## config.mk

```make
export PLATFORM = sky130hd
export DESIGN_NAME = fetch_decode
export DESIGN_NICKNAME = d
export VERILOG_FILES = /design/src/rtl/cpu_pkg.sv /design/src/rtl/instr_decoder.sv /design/src/rtl/fetch_decode.sv
export SDC_FILE = /design/constraint.sdc
export NUM_CORES = 1
export LEC_CHECK = 0
export ABC_AREA = 0
export BUFFER_PORTS_ARGS = -buffer_cell sky130_fd_sc_hd__buf_2
export CORE_UTILIZATION = 51
export CTS_CLUSTER_DIAMETER = 120
export DETAILED_ROUTE_END_ITERATION = 12
export GPL_TIMING_DRIVEN = 1
export PLACE_DENSITY = 0.85
export SLEW_MARGIN = 5
export SYNTH_ARGS = -nofsm -noshare
export SYNTH_HDL_FRONTEND = slang
export SYNTH_SLANG_ARGS = --single-unit
```

## constraint.sdc

```tcl
create_clock -name clk -period 4.5 [get_ports clk]
set_input_delay 0.9 -clock clk [delete_from_list [all_inputs] [get_ports clk]]
set_output_delay 0.9 -clock clk [all_outputs]
set_load 0.02 [all_outputs]
```

## src/rtl/cpu_pkg.sv

```systemverilog
// rtl/cpu_pkg.sv - shared instruction field positions, opcodes and bus FSM states
package cpu_pkg;

  localparam int OPC_MSB = 31;
  localparam int OPC_LSB = 28;
  localparam int EXT_MSB = 27;
  localparam int EXT_LSB = 24;
  localparam int RA_MSB  = 23;
  localparam int RA_LSB  = 20;
  localparam int RB_MSB  = 19;
  localparam int RB_LSB  = 16;
  localparam int IMM_MSB = 15;
  localparam int IMM_LSB = 0;

  localparam logic [3:0] NOP  = 4'h0;
  localparam logic [3:0] LOAD = 4'h1;
  localparam logic [3:0] MOVE = 4'h2;
  localparam logic [3:0] JUMP = 4'h3;
  localparam logic [3:0] ADD  = 4'h4;
  localparam logic [3:0] SUB  = 4'h5;
  localparam logic [3:0] MUL  = 4'h6;
  localparam logic [3:0] STR  = 4'h7;
  localparam logic [3:0] PUSH = 4'h8;
  localparam logic [3:0] POP  = 4'h9;
  localparam logic [3:0] XOR  = 4'hA;
  localparam logic [3:0] HALT = 4'hB;

  typedef enum logic [1:0] {
    BUS_IDLE = 2'd0,
    BUS_REQ  = 2'd1,
    BUS_WAIT = 2'd2,
    BUS_DONE = 2'd3
  } bus_state_t;

endpackage

```

## src/rtl/instr_decoder.sv

```systemverilog
// rtl/instr_decoder.sv - registered split of a fetched word into decode fields
module instr_decoder
  import cpu_pkg::*;
(
  input  logic        clk,
  input  logic        reset,
  input  logic        trigger,
  input  logic [31:0] instruction,
  output logic [3:0]  opcode,
  output logic [3:0]  extra,
  output logic [3:0]  operand_a,
  output logic [3:0]  operand_b,
  output logic [15:0] immediate,
  output logic        decoded
);

  always_ff @(posedge clk or negedge reset) begin
    if (!reset) begin
      opcode    <= '0;
      extra     <= '0;
      operand_a <= '0;
      operand_b <= '0;
      immediate <= '0;
      decoded   <= 1'b0;
    end else begin
      decoded <= trigger;
      if (trigger) begin
        opcode    <= instruction[OPC_MSB:OPC_LSB];
        extra     <= instruction[EXT_MSB:EXT_LSB];
        operand_a <= instruction[RA_MSB:RA_LSB];
        operand_b <= instruction[RB_MSB:RB_LSB];
        immediate <= instruction[IMM_MSB:IMM_LSB];
      end
    end
  end

endmodule

```

## src/rtl/fetch_decode.sv

```systemverilog
// rtl/fetch_decode.sv - pipelined Wishbone master for fetch/load/store plus decode stage
module fetch_decode
  import cpu_pkg::*;
#(
  parameter int AW = 32,
  parameter int DW = 32
) (
  input  logic          clk,
  input  logic          reset,
  input  logic          i_enable,
  input  logic [AW-1:0] i_pc,
  input  logic          i_we,
  input  logic [DW-1:0] i_value,
  input  logic          i_decode,
  output logic [DW-1:0] o_instruction,
  output logic          o_completed,
  output logic          o_wb_cyc,
  output logic          o_wb_stb,
  output logic          o_wb_we,
  output logic [AW-1:0] o_wb_addr,
  output logic [DW-1:0] o_wb_data,
  input  logic [DW-1:0] i_wb_data,
  input  logic          i_wb_ack,
  input  logic          i_wb_stall,
  output logic [3:0]    o_opcode,
  output logic [3:0]    o_extra,
  output logic [3:0]    o_operandA,
  output logic [3:0]    o_operandB,
  output logic [15:0]   o_immediate,
  output logic          o_decoded
);

  bus_state_t state, state_next;
  logic       dec_lat;
  logic       we_lat;
  logic       accept;
  logic       ack_now;

  assign accept  = (state == BUS_IDLE) && i_enable;
  assign ack_now = ((state == BUS_REQ) || (state == BUS_WAIT)) && i_wb_ack;

  always_ff @(posedge clk or negedge reset) begin
    if (!reset) state <= BUS_IDLE;
    else        state <= state_next;
  end

  // An ACK in REQ completes the access even while the slave is stalling.
  always_comb begin
    state_next = state;
    case (state)
      BUS_IDLE: if (i_enable) state_next = BUS_REQ;
      BUS_REQ: begin
        if (i_wb_ack)        state_next = BUS_DONE;
        else if (!i_wb_stall) state_next = BUS_WAIT;
      end
      BUS_WAIT: if (i_wb_ack) state_next = BUS_DONE;
      BUS_DONE: state_next = BUS_IDLE;
      default:  state_next = BUS_IDLE;
    endcase
  end

  // we_lat outlives o_wb_we, which clears when CYC drops, so decode can still see it.
  always_ff @(posedge clk or negedge reset) begin
    if (!reset) begin
      o_wb_cyc      <= 1'b0;
      o_wb_stb      <= 1'b0;
      o_wb_we       <= 1'b0;
      o_wb_addr     <= '0;
      o_wb_data     <= '0;
      o_instruction <= '0;
      o_completed   <= 1'b0;
      dec_lat       <= 1'b0;
      we_lat        <= 1'b0;
    end else begin
      o_completed <= (state == BUS_DONE);
      if (accept) begin
        o_wb_addr <= i_pc;
        o_wb_we   <= i_we;
        o_wb_data <= i_value;
        dec_lat   <= i_decode;
        we_lat    <= i_we;
        o_wb_cyc  <= 1'b1;
        o_wb_stb  <= 1'b1;
      end
      if ((state == BUS_REQ) && !i_wb_stall) o_wb_stb <= 1'b0;
      if (ack_now) begin
        o_wb_cyc <= 1'b0;
        o_wb_stb <= 1'b0;
        o_wb_we  <= 1'b0;
        if (!o_wb_we) o_instruction <= i_wb_data;
      end
    end
  end

  instr_decoder u_decoder (
    .clk         (clk),
    .reset       (reset),
    .trigger     (o_completed && dec_lat && !we_lat),
    .instruction (o_instruction[31:0]),
    .opcode      (o_opcode),
    .extra       (o_extra),
    .operand_a   (o_operandA),
    .operand_b   (o_operandB),
    .immediate   (o_immediate),
    .decoded     (o_decoded)
  );

endmodule

```

==> results of run 1 <==
cell type report:
cell class              instances  area share [%]
inverters                       4           0.209
clock buffers                  25            7.03
repair buffers                236            16.6
flip-flops and latches        137            47.8
well taps                     133            2.32
clock inverters                 7            1.22
multi-input cells             151            24.8
worst reg2reg max path, cell delays in order, from the launching register on:
cell and delay, ns:
dfrtp_1 0.43, inv_1 0.11, ha_1 0.26, nand2_4 0.76
mux2_2 0.47
kinds of logic after synthesis:
logic type | Yosys count | share of synthesized area (%)
buffers and inverters | 18 | 2.42
multiplexers | 132 | 29.9
AND/OR/NAND/NOR | 4 | 0.986
flip-flops | 137 | 64.3
AO/OA/AOI/OAI | 10 | 1.22
adder cells (fa/ha/maj) | 5 | 1.17
cells in the final DEF, fill, tap and decap left out, types with 2 or more instances in the layout:
| cell | netlist | layout |
|---|---|---|
| a21oi_1 | 5 | 5 |
| buf_2 | 7 | 234 |
| bufinv_16 | 0 | 2 |
| clkbuf_1 | 0 | 2 |
| clkbuf_16 | 0 | 16 |
| clkbuf_8 | 0 | 7 |
| clkinv_2 | 0 | 4 |
| dfrtp_1 | 137 | 137 |
| ha_1 | 5 | 5 |
| inv_1 | 4 | 4 |
| mux2_2 | 102 | 102 |
| mux2_4 | 29 | 29 |
| nand3b_4 | 2 | 2 |
metrics by stage:
stage / setup slack [ns] / power, W
floorplan: 2.76 / 0.00405
global placement: 2.18 / 0.00482
detailed placement: 2.13 / 0.00494
CTS: 2.36 / 0.00633
global route: 2.25 / 0.00659
finish: 2.35 / 0.00627
flip-flops by register name, indices dropped and copies added, names as in the netlist, 4 cells and up:
name and count:
o_instruction 32, o_wb_addr 32, o_wb_data 32, u_decoder.extra 4
u_decoder.immediate 16, u_decoder.opcode 4, u_decoder.operand_a 4, u_decoder.operand_b 4
power by group through the flow:
stage	clock, W	sequential [W]	combinational (W)
after CTS	0.00138	0.00223	0.00272
final	0.00135	0.00223	0.00269
after floorplan	0	0.00296	0.00109
after global routing	0.00144	0.00230	0.00284
after detailed placement	0	0.00223	0.00271
after global placement	0	0.00219	0.00263
layer usage:
| layer | global-route usage, % | vias up | wire length [um] |
|---|---|---|---|
| met3 | 6.45 | 22 | 576 |
| li1 | - | 1571 | - |
| met1 | 26.3 | 1752 | 4630 |
| met5 | 0 | - | 0 |
| met4 | 10.1 | 0 | 265 |
| met2 | 39.7 | 149 | 6210 |
path summary, 6_finish.rpt:
| check | slack (ns) | end | cells after the start |
|---|---|---|---|
| min in group clk | 0.50 | u_decoder.immediate[1] | 1 |
| setup / recovery | 2.35 | o_wb_data[1] | 4 |
| hold reg to reg | 0.50 | u_decoder.immediate[1] | 1 |
| max in group asynchronous | 2.94 | o_wb_addr[15] | 2 |
| setup reg to reg | 2.35 | o_wb_data[1] | 4 |
| hold / removal | 0.45 | u_decoder.immediate[7] | 1 |
==> flow_metrics.py, run 1 <==
metrics = {
    "route": {
        "drtAntennaViolNets": 0,
        "routed_via_density": 5.04,
        "drtPass1Iterations": 4,
        "detail_route.iter0.violations": 151,
        "drc": 0,
        "routed_wl_um": 11700,
        "vias": 3494,
        "wl_per_cell_um": 16.9,
    },
    "synthesis": {
        "synth_edf_count": 0,
        "syn_nets": 414,
        "synth_area_per_cell_um2": 17.4,
        "synth_cells": 306,
        "syn-cell-area_um2": 5330,
        "synth_top_cell_by_area": "dfrtp_1",
        "ys.warnings.count": 0,
        "synth-seq-cells": 137,
        "async_reset_ff_share_pct": 100,
        "ys_top_cells_by_area": "dfrtp_1 (64%), mux2_2 (22%), mux2_4 (8.2%)",
        "synth.most_common_cell": "dfrtp_1",
        "synth_top_area_share_pct": 64.3,
        "synthTopCellsByCount": "dfrtp_1 (137), mux2_2 (102), mux2_4 (29)",
        "seq_area_frac_synth_pct": 64.3,
        "ys.flop_type": "dfrtp_1",
        "ys_types": 17,
    },
    "floorplan": {
        "start_util_pct": 53.6,
        "die_x_um": 104,
        "rows": 36,
        "io_pins": 236,
        "chipHeight_um": 104,
        "dieArea_um2": 10900,
        "coreArea_um2": 9950,
    },
    "critical_path": {
        "start_kind": "register",
        "critical_path.max_stage_delay_ns": 0.76,
        "crit_chain": "inv_1 > ha_1 > nand2_4 > mux2_2",
        "critPathSlowestCell": "nand2_4",
        "cp_top_family": "simple AND/OR/NAND/NOR gates",
        "crit_path_end_kind": "register",
        "required_ns": 4.89,
        "reg2reg_from": "state[1]",
        "arrival_ns": 2.54,
        "crit_start": "state[1]",
        "crit_type": "reg -> reg",
        "path_max_fanout": 67,
        "cp_num_buf_inv": 1,
    },
    "sta": {
        "max_freq_mhz": 466,
        "totalNegativeSetupSlack_ns": 0,
        "skew_ns": 0.00423,
        "tightest_slew_ns": 1.04,
        "final-hold-violation-count": 0,
        "rsz0062_at_grt": "no",
        "timing.hold.ws_ns": 0.446,
        "relSlewSlack_pct": 30.8,
        "slew_viol_final": 0,
        "finalSetupViolCount": 0,
        "layout_min_cycle_time_ns": 2.15,
        "fin_crit_sh_pct": 47.7,
    },
    "placement": {
        "dp.cells": 661,
        "port_buffers": 235,
        "place.gp.congestion": 0.753,
        "place_area_um2": 6580,
        "dp_hpwl_um": 8060,
    },
    "global_routing": {
        "grt_start_max_net_pins": 98,
        "grt_overflow": 0,
        "grt_pass1_wl_um": 18900,
        "grt_pass1_vias": 3675,
        "grt_util_all_layers_pct": 22.8,
        "antenna_found_initial": 0,
    },
    "cells_and_area": {
        "antenna_cells": 0,
        "final_layout_size_suffix_gt1_share_pct": 71.4,
        "layout.cells.non_filler": 693,
        "fin_nets": 655,
        "num-fill-cells": 691,
        "syn_to_final_growth_pct": 34.5,
        "stdcell_area_um2": 7170,
        "seq_area_um2": 3430,
        "multi_input_area_um2": 1780,
        "fin_util_pct": 72.0,
    },
    "pwr": {
        "power.switching_w": 0.00232,
        "power.leakage_nw": 3.73,
        "p_sw_share_pct": 36.9,
        "pwr-share-seq_pct": 35.5,
        "clockPowerShare_pct": 21.6,
        "pwr_density_cell_nw_per_um2": 875,
        "power_frac_comb_pct": 42.9,
        "p_int_w": 0.00396,
        "ir_drop_mv": 0.494,
    },
    "clock_tree": {
        "clk_latency_ns": 0.51,
        "post_cts_buffers": 0,
        "clockRootBuffer": "clkbuf_8",
        "post_cts_resized": 0,
        "numCtsBuffers": 17,
        "clkTransAtPathRegs_ns": 0.06,
        "htree_levels": 4,
        "clock_sinks": 137,
        "cts_tree": "yes",
        "cts_buffer_depth": 2,
        "cts_hold_buf": 0,
    },
    "flow_run": {
        "maxCapViolCount": 0,
    },
    "worst_hold_path": {
        "worstHoldPathType": "in -> async",
    },
    "outcome": {
        "status": "finished, final reports clean",
    },
}
(Power assumes the default switching activity.)
==> inputs of run 2 (changes only) <==
--- a/config.mk
+++ b/config.mk
@@ -7,11 +7,11 @@
 export LEC_CHECK = 0
 export ABC_AREA = 0
 export BUFFER_PORTS_ARGS = -buffer_cell sky130_fd_sc_hd__buf_2
-export CORE_UTILIZATION = 51
+export CORE_UTILIZATION = 43
 export CTS_CLUSTER_DIAMETER = 120
 export DETAILED_ROUTE_END_ITERATION = 12
 export GPL_TIMING_DRIVEN = 1
-export PLACE_DENSITY = 0.85
+export PLACE_DENSITY = 0.77
 export SLEW_MARGIN = 5
 export SYNTH_ARGS = -nofsm -noshare
 export SYNTH_HDL_FRONTEND = slang
==> constraint.sdc (replaced) <==
create_clock -name clk -period 1.95 [get_ports clk]
set_input_delay 0.39 -clock clk [delete_from_list [all_inputs] [get_ports clk]]
set_output_delay 0.39 -clock clk [all_outputs]
set_load 0.02 [all_outputs]
==> run 2 against run 1 <==
  * Combinational power increased by 130%
  * Total power increased by 130%
  * Global-route usage decreased by 4.4 points
  * Critical path depth unchanged
  * Largest cell class unchanged
==> flow_metrics.py, run 2 (same netlist as run 1, synthesis figures left out) <==
metrics = {
    "critical_path": {
        "crit_type": "reg -> reg",
        "path_max_fanout": 16,
        "critical_path.max_stage_delay_ns": 0.46,
        "crit_chain": "inv_1 > ha_2 > nand3b_4 > mux2_2",
        "cp_top_family": "adder cells",
        "start_kind": "register",
        "crit_path_end_kind": "register",
        "required_ns": 2.23,
        "critPathSlowestCell": "ha_2",
        "arrival_ns": 2.07,
        "cp_num_buf_inv": 1,
    },
    "cells_and_area": {
        "final_common_cell": "buf_2",
        "syn_to_final_growth_pct": 36.9,
        "final_layout_size_suffix_gt1_share_pct": 71.0,
        "fin_util_pct": 60.5,
        "antenna_cells": 0,
        "reg.largest.list": "o_instruction x32, o_wb_addr x32, o_wb_data x32",
        "layout_common_cells": "buf_2 (234), dfrtp_1 (137), mux2_2 (102)",
        "fin_nets": 664,
    },
    "sta": {
        "layout_min_cycle_time_ns": 1.79,
        "tightest_slew_ns": 0.505,
        "totalNegativeSetupSlack_ns": 0,
        "timing.hold.ws_ns": 0.221,
        "rsz0062_at_grt": "no",
        "final-hold-violation-count": 0,
        "slew_viol_final": 0,
        "max_freq_mhz": 558,
        "relSlewSlack_pct": 66.3,
        "finalSetupViolCount": 0,
        "skew_ns": 0.00482,
        "fin_crit_sh_pct": 91.9,
    },
    "route": {
        "drtAntennaViolNets": 0,
        "drc": 0,
        "detail_route.iter0.violations": 128,
        "routed_via_density": 4.72,
        "drtPass1Iterations": 4,
        "routed_wl_um": 11600,
        "vias": 3472,
        "wl_per_cell_um": 15.7,
    },
    "clock_tree": {
        "numCtsBuffers": 17,
        "cts_buffer_depth": 2,
        "cts_tree": "yes",
        "clk_latency_ns": 0.40,
        "htree_levels": 4,
        "clockRootBuffer": "clkbuf_16",
        "post_cts_buffers": 0,
        "clock_sinks": 137,
        "clkTransAtPathRegs_ns": 0.05,
    },
    "floorplan": {
        "coreArea_um2": 12100,
        "dieArea_um2": 12800,
        "die_x_um": 113,
        "chipHeight_um": 113,
        "io_pins": 236,
        "start_util_pct": 44.2,
        "rows": 40,
    },
    "placement": {
        "place.gp.congestion": 0.731,
        "dp_hpwl_um": 8310,
        "port_buffers": 235,
    },
    "flow_run": {
        "maxCapViolCount": 0,
    },
    "global_routing": {
        "grt_start_max_net_pins": 43,
        "grt_pass1_vias": 3706,
        "grt_util_all_layers_pct": 18.5,
        "antenna_found_initial": 0,
        "grt_pass1_wl_um": 18000,
        "grt_overflow": 0,
    },
    "outcome": {
        "status": "finished, final reports clean",
    },
    "pwr": {
        "ir_drop_mv": 0.863,
        "total_power_w": 0.0143,
        "power.leakage_nw": 3.78,
        "pwr_density_cell_nw_per_um2": 1960,
    },
    "worst_hold_path": {
        "worstHoldPathType": "in -> reg",
    },
}
-- run 2: final timing paths --
check                      cells after the start  slack [ns]           from           endpoint
setup / recovery                               4        0.16       state[1]   o_instruction[4]
hold / removal                                 2        0.22  i_wb_data[19]  o_instruction[19]
setup reg to reg                               4        0.16       state[1]   o_instruction[4]
hold reg to reg                                1        0.50   o_wb_data[9]       o_wb_data[9]
max in group asynchronous                      3        0.86          reset       o_wb_addr[8]
min in group asynchronous                      2        0.49          reset      o_wb_addr[11]
-- run 2: through the flow --
stage,cell area (um2),setup slack [ns],cells
final,7300,0.158,736
after global routing,7300,0.0686,736
after CTS,7280,-0.00451,735
after detailed placement,6740,0.00767,703
after global placement,6740,0.128,703
after floorplan,5330,0.427,306
-- run 2: final cells by class --
cell class / instances / area [um2]
clock inverter: 2 / 10.0
tap: 168 / 210
sequential: 137 / 3430
timing repair buffer: 244 / 1320
clock buffer: 29 / 520
multi-input combinational: 152 / 1800
inverter: 4 / 15.0
fill: 976 / 4760
-- run 2: per-layer routing --
metal | global-route usage [%] | wire, um | vias to the layer above | part of all wire (%)
li1 | - | - | 1585 | -
met1 | 20.3 | 4470 | 1726 | 39
met2 | 32.4 | 6130 | 148 | 53
met3 | 6.59 | 798 | 13 | 6.9
met4 | 7.63 | 159 | 0 | 1.4
met5 | 0 | 0 | - | 0
-- run 2: what timing repair did --
item                       4_1_cts  5_1_grt
cloned                           0        1
hold buffers                     1        0
hold endpoints to repair        38        0
resized for setup                0        2
pin swaps                        0        1
setup endpoints to repair        1       32
-- run 2: report_power, final --
part | internal (W) | total, W | switching [W]
clock | 0.00179 | 0.00283 | 0.00104
combinational | 0.00288 | 0.00631 | 0.00343
sequential | 0.00431 | 0.00513 | 0.000822
total | 0.00898 | 0.0143 | 0.00529
==> inputs of run 3 (changes only) <==
--- a/config.mk
+++ b/config.mk
@@ -7,6 +7,7 @@
 export LEC_CHECK = 0
 export ABC_AREA = 0
 export BUFFER_PORTS_ARGS = -buffer_cell sky130_fd_sc_hd__buf_2
+export CORE_ASPECT_RATIO = 0.5
 export CORE_UTILIZATION = 43
 export CTS_CLUSTER_DIAMETER = 120
 export DETAILED_ROUTE_END_ITERATION = 12
==> run 3 against run 2 <==
  * Core utilization is 1.3 points higher
  * Worst hold slack worse by 0.018 ns
  * Highest routed layer unchanged
  * First-iteration DRC count is 29% lower
  * Sequential power hardly changed
==> flow_metrics.py, run 3 (same netlist as run 1, synthesis figures left out) <==
metrics = {
    "worst_hold_path": {
        "holdPathEnd": "o_wb_addr[16]",
        "worstHoldPathType": "in -> reg",
        "hp-start": "i_pc[16]",
        "min_path_cells": 2,
    },
    "cells_and_area": {
        "num-fill-cells": 918,
        "fin_util_pct": 61.9,
        "fin_nets": 661,
        "final_layout_size_suffix_gt1_share_pct": 71.7,
        "antenna_cells": 0,
        "final_common_cell": "buf_2",
        "syn_to_final_growth_pct": 38.7,
        "layout_common_cells": "buf_2 (234), dfrtp_1 (137), mux2_2 (102)",
        "reg.largest.list": "o_instruction x32, o_wb_addr x32, o_wb_data x32",
    },
    "sta": {
        "finalSetupViolCount": 0,
        "max_freq_mhz": 581,
        "tightest_slew_ns": 0.521,
        "relSlewSlack_pct": 65.3,
        "skew_ns": 0.00678,
        "finalWorstSetupSlack_ns": 0.229,
        "final-hold-violation-count": 0,
        "totalNegativeSetupSlack_ns": 0,
        "slew_viol_final": 0,
        "layout_min_cycle_time_ns": 1.72,
        "fin_crit_sh_pct": 88.2,
        "rsz0062_at_grt": "no",
    },
    "clock_tree": {
        "cts_buffer_depth": 2,
        "post_cts_resized": 0,
        "clk_latency_ns": 0.41,
        "htree_levels": 4,
        "numCtsBuffers": 17,
        "clkTransAtPathRegs_ns": 0.06,
        "clock_sinks": 137,
        "cts_tree": "yes",
        "clockRootBuffer": "clkbuf_16",
    },
    "pwr": {
        "power_frac_comb_pct": 42.2,
        "pwr-share-seq_pct": 34.0,
        "p_sw_share_pct": 36.3,
        "power.leakage_nw": 3.82,
        "power.switching_w": 0.00544,
        "p_int_w": 0.00953,
        "ir_drop_mv": 0.762,
        "clockPowerShare_pct": 23.8,
        "pwr_density_cell_nw_per_um2": 2030,
    },
    "critical_path": {
        "path_max_fanout": 32,
        "arrival_ns": 2.02,
        "r2r-end": "o_instruction[9]",
        "crit_path_end_kind": "register",
        "start_kind": "register",
        "reg2reg_depth": 5,
        "required_ns": 2.25,
        "reg2reg_from": "state[1]",
        "r2r_setup_slack_ns": 0.23,
        "crit_type": "reg -> reg",
    },
    "floorplan": {
        "rows": 28,
        "dieArea_um2": 12900,
        "io_pins": 236,
        "coreArea_um2": 11900,
        "die_x_um": 159,
        "start_util_pct": 44.6,
        "chipHeight_um": 80.7,
    },
    "route": {
        "wl_per_cell_um": 16.2,
        "routed_wl_um": 11800,
        "vias": 3457,
        "routed_via_density": 4.74,
        "drtPass1Iterations": 4,
        "drtAntennaViolNets": 0,
        "detail_route.iter0.violations": 91,
        "drc": 0,
    },
    "placement": {
        "dp_hpwl_um": 8130,
        "port_buffers": 235,
        "place.gp.congestion": 0.759,
        "dp_slack_ns": 0.221,
    },
    "global_routing": {
        "grt_start_max_net_pins": 56,
        "grt_overflow": 0,
        "grt_pass1_wl_um": 18400,
        "antenna_found_initial": 0,
        "grt_pass1_vias": 3504,
        "grt_util_all_layers_pct": 18.8,
    },
    "outcome": {
        "status": "finished, final reports clean",
    },
    "flow_run": {
        "maxCapViolCount": 0,
    },
}
[run 3: per-layer routing]
layer | global-route usage [%] | part of all wire [%] | vias to the layer above
met3 | 3.78 | 3.2 | 27
met2 | 32.6 | 53 | 99
met4 | 10.8 | 2.7 | 0
li1 | - | - | 1575
met5 | 0 | 0 | -
met1 | 22.4 | 41 | 1756
[run 3: area by class of cell]
cell class                 instances  area [um2]  share of cell area (%)
sequential                       137        3430                    46.4
multi-input combinational        151        1780                    24.1
timing repair buffer             242        1310                    17.8
clock buffer                      20         457                    6.18
tap                              165         206                    2.79
clock inverter                    11         194                    2.62
inverter                           4        15.0                   0.203
[run 3: worst max-delay path, cell delays in order (launching register included)]
cell and delay (ns):
dfrtp_1 0.41, inv_1 0.10, ha_1 0.38, nand3b_4 0.12, buf_12 0.21, mux2_2 0.36
[run 3: repair_timing]
item,in CTS,in global routing
hold buffers,1,0
setup buffers,0,0
endpoints found under the hold margin,40,0
endpoints found under the setup margin,0,0
[run 3: worst max-delay path by stage]
| stage | start | endpoint | depth (start not counted) |
|---|---|---|---|
| 2_1_floorplan | state[0] | o_instruction[0] | 5 |
| 3_3_place_gp | state[0] | o_instruction[12] | 5 |
| 3_5_place_dp | state[1] | o_instruction[9] | 5 |
| 4_1_cts | state[1] | o_instruction[27] | 5 |
| 5_1_grt | state[1] | o_instruction[11] | 5 |
| 6_report | state[1] | o_instruction[9] | 5 |
[run 3: power groups by stage]
stage	registers (W)	logic (W)	clock network, W
finish	0.00510	0.00632	0.00356
floorplan	0.00682	0.00252	0
global route	0.00530	0.00667	0.00374
global placement	0.00504	0.00623	0
detailed placement	0.00512	0.00637	0
CTS	0.00510	0.00638	0.00362
[run 3: stage by stage]
step / hold slack (ns) / std cells / instance area [um2] / power (W)
floorplan: 0.0944 / 306 / 5330 / 0.00934
global placement: 0.338 / 698 / 6730 / 0.0113
detailed placement: 0.340 / 698 / 6730 / 0.0115
CTS: 0.188 / 730 / 7390 / 0.0151
global route: 0.193 / 730 / 7390 / 0.0157
finish: 0.203 / 730 / 7390 / 0.0150
